--- src/rtl/wb_ram_arbiter_if.sv ---
// Bus bundle for wb_ram_arbiter: CPU Wishbone request, UART RX byte strobe,
// servant_ram Wishbone port and RX ring status.
interface wb_ram_arbiter_if #(
    parameter int FIFO_DEPTH = 4
);
    localparam int CW = $clog2(FIFO_DEPTH) + 1;

    // Wishbone legs use classic cyc/ack: a request holds cyc until the cycle
    // in which ack is high. i_rx_valid is a one-cycle strobe with no back-pressure.
    logic [31:0]   i_cpu_adr;
    logic          i_cpu_cyc;
    logic          i_cpu_we;
    logic [3:0]    i_cpu_sel;
    logic [31:0]   i_cpu_dat;
    logic [31:0]   o_cpu_rdt;
    logic          o_cpu_ack;
    logic          i_rx_valid;
    logic [7:0]    i_rx_data;
    logic [31:0]   o_ram_adr;
    logic          o_ram_cyc;
    logic          o_ram_we;
    logic [3:0]    o_ram_sel;
    logic [31:0]   o_ram_dat;
    logic [31:0]   i_ram_rdt;
    logic          i_ram_ack;
    logic [31:0]   o_wr_ptr;
    logic [CW-1:0] o_fifo_count;
    logic          o_ovf;
    logic          i_ovf_clr;
    logic [1:0]    o_dbg_state;

    modport slave (
        input  i_cpu_adr, i_cpu_cyc, i_cpu_we, i_cpu_sel, i_cpu_dat,
        input  i_rx_valid, i_rx_data, i_ram_rdt, i_ram_ack, i_ovf_clr,
        output o_cpu_rdt, o_cpu_ack, o_ram_adr, o_ram_cyc, o_ram_we,
        output o_ram_sel, o_ram_dat, o_wr_ptr, o_fifo_count, o_ovf, o_dbg_state
    );

    modport master (
        output i_cpu_adr, i_cpu_cyc, i_cpu_we, i_cpu_sel, i_cpu_dat,
        output i_rx_valid, i_rx_data, i_ram_rdt, i_ram_ack, i_ovf_clr,
        input  o_cpu_rdt, o_cpu_ack, o_ram_adr, o_ram_cyc, o_ram_we,
        input  o_ram_sel, o_ram_dat, o_wr_ptr, o_fifo_count, o_ovf, o_dbg_state
    );
endinterface

--- src/rtl/wb_ram_arbiter.sv ---
// Shares the servant_ram Wishbone port between the CPU and a buffered UART RX
// byte stream that is written as zero-extended words into a circular RAM window.
module wb_ram_arbiter #(
    parameter int          FIFO_DEPTH = 4,
    parameter logic [31:0] ADR_LL     = 32'h300,
    parameter logic [31:0] ADR_UL     = 32'h1FFC,
    parameter int          MAX_WAIT   = 16
) (
    input logic              i_wb_clk,
    input logic              i_wb_rst_n,
    wb_ram_arbiter_if.slave  bus
);
    localparam int AW = $clog2(FIFO_DEPTH);
    localparam int CW = AW + 1;
    localparam int WW = $clog2(MAX_WAIT + 1);

    typedef enum logic [1:0] {
        S_IDLE = 2'd0,
        S_CPU  = 2'd1,
        S_RX   = 2'd2
    } state_t;

    state_t      state_q, state_d;
    logic [7:0]  fifo_q [FIFO_DEPTH];
    logic [AW-1:0] rd_idx_q, rd_idx_d, wr_idx_q, wr_idx_d;
    logic [CW-1:0] count_q, count_d;
    logic [31:0] wr_ptr_q, wr_ptr_d;
    logic        ovf_q, ovf_d;
    logic [WW-1:0] wait_q, wait_d;

    logic        fifo_empty, fifo_full, pop, push_ok;
    logic [32:0] ptr_inc;

    always_comb begin
        fifo_empty = (count_q == '0);
        fifo_full  = (count_q == CW'(FIFO_DEPTH));
        pop        = (state_q == S_RX) && bus.i_ram_ack;
        // A full FIFO still accepts a byte when the head leaves in the same cycle.
        push_ok    = bus.i_rx_valid && (!fifo_full || pop);

        rd_idx_d = pop     ? rd_idx_q + AW'(1) : rd_idx_q;
        wr_idx_d = push_ok ? wr_idx_q + AW'(1) : wr_idx_q;
        unique case ({push_ok, pop})
            2'b10:   count_d = count_q + CW'(1);
            2'b01:   count_d = count_q - CW'(1);
            default: count_d = count_q;
        endcase

        ptr_inc  = {1'b0, wr_ptr_q} + 33'd4;
        wr_ptr_d = wr_ptr_q;
        if (pop) wr_ptr_d = (ptr_inc > {1'b0, ADR_UL}) ? ADR_LL : ptr_inc[31:0];

        ovf_d = ovf_q;
        if (bus.i_ovf_clr) ovf_d = 1'b0;
        if (bus.i_rx_valid && fifo_full && !pop) ovf_d = 1'b1;
    end

    always_comb begin
        state_d = state_q;
        wait_d  = wait_q;
        unique case (state_q)
            S_IDLE: begin
                if (!fifo_empty && (fifo_full || wait_q >= WW'(MAX_WAIT) || !bus.i_cpu_cyc))
                    state_d = S_RX;
                else if (bus.i_cpu_cyc)
                    state_d = S_CPU;
            end
            S_CPU, S_RX: begin
                if (bus.i_ram_ack) state_d = S_IDLE;
            end
            default: state_d = S_IDLE;
        endcase
        // Count how long buffered RX data has been passed over for the CPU.
        if (fifo_empty || (state_q == S_IDLE && state_d == S_RX))
            wait_d = '0;
        else if (state_q == S_IDLE && state_d == S_CPU && wait_q < WW'(MAX_WAIT))
            wait_d = wait_q + WW'(1);
    end

    always_comb begin
        bus.o_ram_cyc    = 1'b0;
        bus.o_ram_adr    = '0;
        bus.o_ram_we     = 1'b0;
        bus.o_ram_sel    = '0;
        bus.o_ram_dat    = '0;
        bus.o_cpu_ack    = 1'b0;
        bus.o_cpu_rdt    = bus.i_ram_rdt;
        bus.o_wr_ptr     = wr_ptr_q;
        bus.o_fifo_count = count_q;
        bus.o_ovf        = ovf_q;
        bus.o_dbg_state  = state_q;
        // cyc comes from the registered grant only, never from i_cpu_cyc.
        unique case (state_q)
            S_CPU: begin
                bus.o_ram_cyc = 1'b1;
                bus.o_ram_adr = bus.i_cpu_adr;
                bus.o_ram_we  = bus.i_cpu_we;
                bus.o_ram_sel = bus.i_cpu_sel;
                bus.o_ram_dat = bus.i_cpu_dat;
                bus.o_cpu_ack = bus.i_ram_ack;
            end
            S_RX: begin
                bus.o_ram_cyc = 1'b1;
                bus.o_ram_adr = wr_ptr_q;
                bus.o_ram_we  = 1'b1;
                bus.o_ram_sel = 4'b1111;
                bus.o_ram_dat = {24'b0, fifo_q[rd_idx_q]};
            end
            default: ;
        endcase
    end

    always_ff @(posedge i_wb_clk) begin
        if (push_ok) fifo_q[wr_idx_q] <= bus.i_rx_data;
    end

    always_ff @(posedge i_wb_clk or negedge i_wb_rst_n) begin
        if (!i_wb_rst_n) begin
            state_q  <= S_IDLE;
            rd_idx_q <= '0;
            wr_idx_q <= '0;
            count_q  <= '0;
            wr_ptr_q <= ADR_LL;
            ovf_q    <= 1'b0;
            wait_q   <= '0;
        end else begin
            state_q  <= state_d;
            rd_idx_q <= rd_idx_d;
            wr_idx_q <= wr_idx_d;
            count_q  <= count_d;
            wr_ptr_q <= wr_ptr_d;
            ovf_q    <= ovf_d;
            wait_q   <= wait_d;
        end
    end
endmodule
--- src/flat_wrapper.sv ---
// flat-port wrapper written by rule: the top's interface ports become plain ports
module wb_ram_arbiter_flat 
#(
    parameter int          FIFO_DEPTH = 4,
    parameter logic [31:0] ADR_LL     = 32'h300,
    parameter logic [31:0] ADR_UL     = 32'h1FFC,
    parameter int          MAX_WAIT   = 16
)
  (i_wb_clk, i_wb_rst_n, bus_i_cpu_adr, bus_i_cpu_cyc, bus_i_cpu_we, bus_i_cpu_sel, bus_i_cpu_dat, bus_i_rx_valid, bus_i_rx_data, bus_i_ram_rdt, bus_i_ram_ack, bus_i_ovf_clr, bus_o_cpu_rdt, bus_o_cpu_ack, bus_o_ram_adr, bus_o_ram_cyc, bus_o_ram_we, bus_o_ram_sel, bus_o_ram_dat, bus_o_wr_ptr, bus_o_fifo_count, bus_o_ovf, bus_o_dbg_state);
  wb_ram_arbiter_if #(.FIFO_DEPTH(FIFO_DEPTH)) bus_i ();
  input logic i_wb_clk;
  input logic i_wb_rst_n;
  input wire logic [$bits(bus_i.i_cpu_adr)-1:0] bus_i_cpu_adr;
  input wire logic [$bits(bus_i.i_cpu_cyc)-1:0] bus_i_cpu_cyc;
  input wire logic [$bits(bus_i.i_cpu_we)-1:0] bus_i_cpu_we;
  input wire logic [$bits(bus_i.i_cpu_sel)-1:0] bus_i_cpu_sel;
  input wire logic [$bits(bus_i.i_cpu_dat)-1:0] bus_i_cpu_dat;
  input wire logic [$bits(bus_i.i_rx_valid)-1:0] bus_i_rx_valid;
  input wire logic [$bits(bus_i.i_rx_data)-1:0] bus_i_rx_data;
  input wire logic [$bits(bus_i.i_ram_rdt)-1:0] bus_i_ram_rdt;
  input wire logic [$bits(bus_i.i_ram_ack)-1:0] bus_i_ram_ack;
  input wire logic [$bits(bus_i.i_ovf_clr)-1:0] bus_i_ovf_clr;
  output wire logic [$bits(bus_i.o_cpu_rdt)-1:0] bus_o_cpu_rdt;
  output wire logic [$bits(bus_i.o_cpu_ack)-1:0] bus_o_cpu_ack;
  output wire logic [$bits(bus_i.o_ram_adr)-1:0] bus_o_ram_adr;
  output wire logic [$bits(bus_i.o_ram_cyc)-1:0] bus_o_ram_cyc;
  output wire logic [$bits(bus_i.o_ram_we)-1:0] bus_o_ram_we;
  output wire logic [$bits(bus_i.o_ram_sel)-1:0] bus_o_ram_sel;
  output wire logic [$bits(bus_i.o_ram_dat)-1:0] bus_o_ram_dat;
  output wire logic [$bits(bus_i.o_wr_ptr)-1:0] bus_o_wr_ptr;
  output wire logic [$bits(bus_i.o_fifo_count)-1:0] bus_o_fifo_count;
  output wire logic [$bits(bus_i.o_ovf)-1:0] bus_o_ovf;
  output wire logic [$bits(bus_i.o_dbg_state)-1:0] bus_o_dbg_state;
  assign bus_i.i_cpu_adr = bus_i_cpu_adr;
  assign bus_i.i_cpu_cyc = bus_i_cpu_cyc;
  assign bus_i.i_cpu_we = bus_i_cpu_we;
  assign bus_i.i_cpu_sel = bus_i_cpu_sel;
  assign bus_i.i_cpu_dat = bus_i_cpu_dat;
  assign bus_i.i_rx_valid = bus_i_rx_valid;
  assign bus_i.i_rx_data = bus_i_rx_data;
  assign bus_i.i_ram_rdt = bus_i_ram_rdt;
  assign bus_i.i_ram_ack = bus_i_ram_ack;
  assign bus_i.i_ovf_clr = bus_i_ovf_clr;
  assign bus_o_cpu_rdt = bus_i.o_cpu_rdt;
  assign bus_o_cpu_ack = bus_i.o_cpu_ack;
  assign bus_o_ram_adr = bus_i.o_ram_adr;
  assign bus_o_ram_cyc = bus_i.o_ram_cyc;
  assign bus_o_ram_we = bus_i.o_ram_we;
  assign bus_o_ram_sel = bus_i.o_ram_sel;
  assign bus_o_ram_dat = bus_i.o_ram_dat;
  assign bus_o_wr_ptr = bus_i.o_wr_ptr;
  assign bus_o_fifo_count = bus_i.o_fifo_count;
  assign bus_o_ovf = bus_i.o_ovf;
  assign bus_o_dbg_state = bus_i.o_dbg_state;
  wb_ram_arbiter #(.FIFO_DEPTH(FIFO_DEPTH), .ADR_LL(ADR_LL), .ADR_UL(ADR_UL), .MAX_WAIT(MAX_WAIT)) u_core (.i_wb_clk(i_wb_clk), .i_wb_rst_n(i_wb_rst_n), .bus(bus_i));
endmodule
--- config.mk ---
export PLATFORM = sky130hd
export DESIGN_NAME = wb_ram_arbiter_flat
export DESIGN_NICKNAME = d
export VERILOG_FILES = /design/src/rtl/wb_ram_arbiter_if.sv /design/src/rtl/wb_ram_arbiter.sv /design/src/flat_wrapper.sv
export SDC_FILE = /design/constraint.sdc
export NUM_CORES = 1
export LEC_CHECK = 0
export ABC_AREA = 1
export BUFFER_PORTS_ARGS = -buffer_cell sky130_fd_sc_hd__buf_2
export CAP_MARGIN = 15
export CORE_ASPECT_RATIO = 1.2
export CORE_UTILIZATION = 40
export DETAILED_ROUTE_END_ITERATION = 10
export GPL_ROUTABILITY_DRIVEN = 0
export PLACE_DENSITY = 0.79
export SLEW_MARGIN = 20
export SYNTH_ARGS = -nofsm -noshare
export SYNTH_HDL_FRONTEND = slang
export SYNTH_SLANG_ARGS = --single-unit
export TNS_END_PERCENT = 5
--- constraint.sdc ---
create_clock -name i_wb_clk -period 3.6 [get_ports i_wb_clk]
set_clock_uncertainty 0.15 [all_clocks]
set_input_delay 0.72 -clock i_wb_clk [delete_from_list [all_inputs] [get_ports i_wb_clk]]
set_output_delay 0.72 -clock i_wb_clk [all_outputs]
set_load 0.01 [all_outputs]
# Yosys cells after proc, flatten, opt, wreduce, memory -nomap -nowiden
# Memories as Yosys holds them, arrays and structs flattened.
# Index checks and enable logic that the tools add are counted.
[op_classes]
muxes = 18
order_cmp = 3
n_addsub = 6
reduce_logical = 22
n_eq_ne = 7
[ops]
columns = ["cell", "n"]
rows = [
  ["$pmux W32 S2", 2],
  ["$add A32 B3 Y33 const B", 1],
  ["$gt A33 B13 Y1 const B", 1],
  ["$mux W32", 1],
  ["$mux W5", 2],
  ["$logic_and A1 B1 Y1", 8],
  ["$pmux W4 S2", 1],
  ["$eq A2 B1 Y1 const B", 3],
  ["$eq A2 B2 Y1 const B", 3],
  ["$mux W1", 6],
  ["$mux W2", 3],
  ["$pmux W3 S2", 1],
  ["$reduce_bool A2 Y1", 3],
  ["$add A5 B1 Y5 const B", 1],
  ["$ge A5 B5 Y1 const B", 1],
  ["$lt A5 B5 Y1 const B", 1],
  ["$add A2 B1 Y2 const B", 2],
  ["$logic_not A1 Y1", 4],
  ["$logic_or A1 B1 Y1", 4],
  ["$pmux W2 S2", 1],
  ["$add A3 B1 Y3 const B", 1],
  ["$eq A3 B3 Y1 const B", 1],
  ["$logic_not A3 Y1", 1],
  ["$sub A3 B1 Y3 const B", 1],
  ["other kinds (3)", 3],
]
[totals]
ff_bits = 47
elab_cells = 64
memories = 1
inputBits = 115
mem_bits_rw = 32
[mem_list]
columns = ["memory", "depth", "word_bits", "rd", "rd_clocked_by_memory_dff", "write_ports", "line", "source"]
rows = [
  ["u_core.fifo_q", 4, 8, 1, 0, 1, "wb_ram_arbiter.sv:24", "logic [7:0] fifo_q [FIFO_DEPTH];"],
]

# Logic depth before layout (Yosys ltp)
[logic_depth]
ltp_word = 11
mapped_depth = 14

# Worst setup path after synthesis
# Ideal clock, no wire load.
[synth_path]
path_kind = "flip-flop to output port"
start = "register u_core.state_q[0], in the netlist u_core.bus.o_dbg_state[0]"
end = "output port bus_o_ram_dat[0]"
arrival_ns = 1.692
path_buffers = 2
stages_incl_launch_ff = 8
path_slack_ns = 1.038
required_time_ns = 2.730
cell_sequence = "dfrtp_1 -> inv_1 -> ha_1 -> buf_2 -> nand2_1 -> clkbuf_1 -> a21oi_1 -> a32o_1"
[synth_via]
elab_chain_len = 2
word_cells_on_any_way = 3
[synth_rtl]
columns = ["item", "line", "source"]
rows = [
  ["start: declaration", "wb_ram_arbiter.sv:23", "state_t state_q, state_d;"],
  ["start signal: assignment", "wb_ram_arbiter.sv:127", "state_q <= state_d;"],
  ["$eq A2 B2 Y1 or $eq A2 B1 Y1 (tied branches)", "wb_ram_arbiter.sv:93", "unique case (state_q)"],
  ["$pmux W32 S2 *", "wb_ram_arbiter.sv:93", ""],
  ["end: declaration", "flat_wrapper.sv:29", "output wire logic [$bits(bus_i.o_ram_dat)-1:0] bus_o_ram_dat;"],
]
# Mark *: on every way between the ends. The rest lies on a longest branch, timed or not.

# Worst setup path after layout
[layout_path]
start = "register u_core.state_q[0], in the netlist u_core.bus.o_dbg_state[0]"
end = "output port bus_o_ram_adr[13]"
[layout_via]
elab_chain_len = 2
word_cells_on_any_way = 3
[layout_rtl]
columns = ["item", "line", "source"]
rows = [
  ["$eq A2 B2 Y1 or $eq A2 B1 Y1 (tied branches)", "wb_ram_arbiter.sv:93", ""],
  ["$pmux W32 S2 *", "wb_ram_arbiter.sv:93", ""],
  ["end: declaration", "flat_wrapper.sv:25", "output wire logic [$bits(bus_i.o_ram_adr)-1:0] bus_o_ram_adr;"],
]
# Marks and branches as above.

==> results.py <==
metrics = {
    "finish": {
        "area_growth_pct": 21.55,
        "num_antenna_cells": 0,
        "stdcell_count": 1014,
        "drive_above_1_share_pct": 30.35,
        "nets": 973,
    },
    "synth": {
        "synth_edf_count": 32,
        "synth.avg_cell_area_sq_um": 7.574,
        "syn_area_sq_um": 5271,
        "synthArstFlopShare_pct": 58.44,
        "ys_warn_count": 0,
        "yosys_register_bits": 77,
        "seq_area_frac_synth_pct": 39.64,
        "ys_types": 39,
        "synth_cells": 696,
        "synth_flop_cell": "dfrtp_1",
    },
    "clock_tree": {
        "clockRootBuffer": "clkbuf_16",
        "cts_buffers": 9,
        "htreeDepth": 3,
        "clkLatencyLatePin_ns": 0.34,
        "cts_resized": 0,
        "cts_hold_buf": 0,
        "cts_buffer_depth": 2,
        "cts_setup_buffers": 0,
        "clock_sinks": 77,
        "cts_tree": "done",
        "clk_pin_slew_worst_paths_ns": 0.06,
    },
    "routing": {
        "drtIter0Drc": 231,
        "first_pass_iters": 5,
        "drc": 0,
        "wire_per_inst_um": 14.33,
        "vias_per_cell": 5.028,
        "vias": 5098,
        "routed_wl_um": 14530,
        "detail-route-antenna-nets": 0,
    },
    "timing": {
        "finalSetupViolCount": 0,
        "min_period_ns": 3.140,
        "hold_ws_ns": 0.2511,
        "finalHoldViolCount": 0,
        "drv_slew": 0,
        "rsz0062_at_grt": "false",
        "period_share_pct": 87.22,
        "setup-tns-final_ns": 0,
        "max_freq_ghz": 0.3185,
        "worstMarginPinSlew_ns": 0.7963,
        "slew_headroom_pct": 46.72,
    },
    "status": {
        "status": "completed",
    },
    "worst_setup_path": {
        "rr_startpoint": "u_core.bus.o_dbg_state[0]",
        "worstSetupPathType": "reg2out",
        "critPathArrivalTime_ns": 2.27,
        "regToRegSetupSlack_ns": 0.76,
        "reg2regPathDepth": 13,
        "cp_max_fo": 27,
        "rr_endpoint": "u_core.wait_q[2]",
        "worstPathRequired_ns": 2.73,
        "endpoint_kind": "output pin",
        "cp-start-kind": "flip-flop",
    },
    "grt": {
        "grt_use_total_pct": 21.74,
        "grt_antenna_before_repair": 0,
        "grt_max_degree": 46,
        "grt_pass1_vias": 4752,
        "grt_pass1_wl_um": 23060,
        "gr-total-overflow": 0,
    },
    "floorplan": {
        "io_pins": 256,
        "core_sq_um": 12720,
        "fp.dieW_um": 106.8,
        "rows": 45,
        "dieArea_sq_um": 13640,
        "start_util_pct": 41.43,
        "die_h_um": 127.8,
    },
    "place": {
        "place_inst": 998,
        "hpwl_um": 10930,
        "port_buffers": 189,
    },
    "power": {
        "p_per_area_nw_per_um2": 615.1,
        "pwr-share-clk_pct": 22.2,
        "pwr-share-comb_pct": 45.8,
        "switching_power_mw": 1.738,
        "switching_share_pct": 44.10,
        "peakVddDrop_uv": 508.6,
        "p_seq_share_pct": 32.1,
        "p_leak_nw": 3.313,
        "cell_internal_pwr_mw": 2.203,
    },
    "hold_path": {
        "worstHoldPathType": "in2async",
    },
    "run": {
        "drv_cap": 0,
    },
}
==> sequential cells by signal, indices dropped and copies added (netlist names) <==
| register | count |
|---|---|
| u_core.bus.o_dbg_state | 2 |
| u_core.bus.o_fifo_count | 3 |
| u_core.bus.o_ovf | 1 |
| u_core.bus.o_wr_ptr | 30 |
| u_core.fifo_q | 32 |
| u_core.rd_idx_q | 2 |
| u_core.wait_q | 5 |
| u_core.wr_idx_q | 2 |
==> power groups by stage <==
stage	Clock [mW]	Combinational, mW	Sequential (mW)
after CTS	0.891	1.82	1.26
after floorplan	0	1.22	1.26
after detailed placement	0	1.81	1.28
final	0.873	1.80	1.26
after global routing	0.935	2.01	1.29
after global placement	0	1.76	1.27
==> area by class of cell <==
| cell class | count | area (sq um) |
|---|---|---|
| Inverter | 93 | 349.1 |
| Clock inverter | 7 | 60.06 |
| Fill cell | 1259 | 6317 |
| Tap cell | 164 | 205.2 |
| Clock buffer | 9 | 225.2 |
| Timing Repair Buffer | 195 | 993.5 |
| Multi-Input combinational cell | 469 | 2485 |
| Sequential cell | 77 | 2090 |
==> critical path, stage by stage (launching register included) <==
cell	delay, ns
dfrtp_1	0.42
inv_1	0.11
ha_1	0.32
nand2_1	0.44
buf_4	0.37
o21ai_0	0.12
buf_2	0.15
==> synthesized netlist by cell type, types with 3 or more instances <==
master    instances  area (sq um)
nand2_1         127         476.7
nor2_1          111         416.7
inv_1            90         337.8
nand3_1          63         315.3
o21ai_0          45         225.2
dfrtp_1          43          1076
buf_4            36         270.3
edfxtp_1         32         960.9
clkbuf_1         20         75.07
a21oi_1          16         80.08
xor2_1           13         113.9
ha_1             12         150.1
nand4_1          12         75.07
nor2_4           10         112.6
o21bai_2          9         101.4
nor3_1            7         35.03
a32o_1            6         60.06
nand3_2           6         60.06
nand2_2           4         25.02
nor2_2            4         25.02
or2_2             4         25.02
o22ai_1           3         18.77
==> layer usage <==
metal / vias up / part of all wire (%) / global-route usage (%)
met5: - / 0 / 0
met4: 0 / 2.9 / 10.07
met3: 40 / 7.4 / 5.135
met2: 202 / 49 / 37.42
met1: 2351 / 40 / 25.51
li1: 2505 / - / -
==> kinds of logic after synthesis <==
logic type / after synthesis / synth area share [%]
buf+inv: 151 / 13.34
flops: 77 / 39.64
other cells: 1 / 0.07114
fa+ha+maj: 13 / 3.228
compound gates: 84 / 9.827
simple gates: 356 / 31.57
xor+xnor: 14 / 2.326
==> worst max-delay path by stage <==
| stage | start | to | slack (ns) |
|---|---|---|---|
| after detailed placement | u_core.bus.o_dbg_state[0] | u_core.wait_q[2] | 0.74 |
| after floorplan | u_core.bus.o_dbg_state[0] | bus_o_ram_dat[0] | 1.04 |
| after CTS | u_core.bus.o_dbg_state[0] | bus_o_ram_adr[13] | 0.43 |
| final | u_core.bus.o_dbg_state[0] | bus_o_ram_adr[13] | 0.46 |
| after global routing | u_core.bus.o_dbg_state[0] | bus_o_ram_adr[13] | 0.29 |
| after global placement | u_core.bus.o_dbg_state[0] | u_core.wait_q[2] | 0.84 |
==> metrics by stage <==
step	util (%)	area [sq um]	setup slack, ns	power, mW
3_3_place_gp	48.09	6120	0.8382	3.037
6_report	50.35	6407	0.4600	3.941
3_5_place_dp	48.09	6120	0.7410	3.086
5_1_grt	50.35	6407	0.2921	4.231
4_1_cts	50.33	6405	0.4340	3.970
2_1_floorplan	-	5275	1.038	2.483
==> cell usage in the layout, fill, tap and decap left out, types with 11 or more instances in the layout <==
cell type / instances
xor2_1: 13
nand3_1: 63
dfrtp_1: 43
nor2_1: 111
ha_1: 11
buf_2: 188
inv_1: 90
o21ai_0: 45
nand2_1: 127
edfxtp_1: 32
a21oi_1: 16
nand4_1: 12
Power figures use the tool's default switching activity.
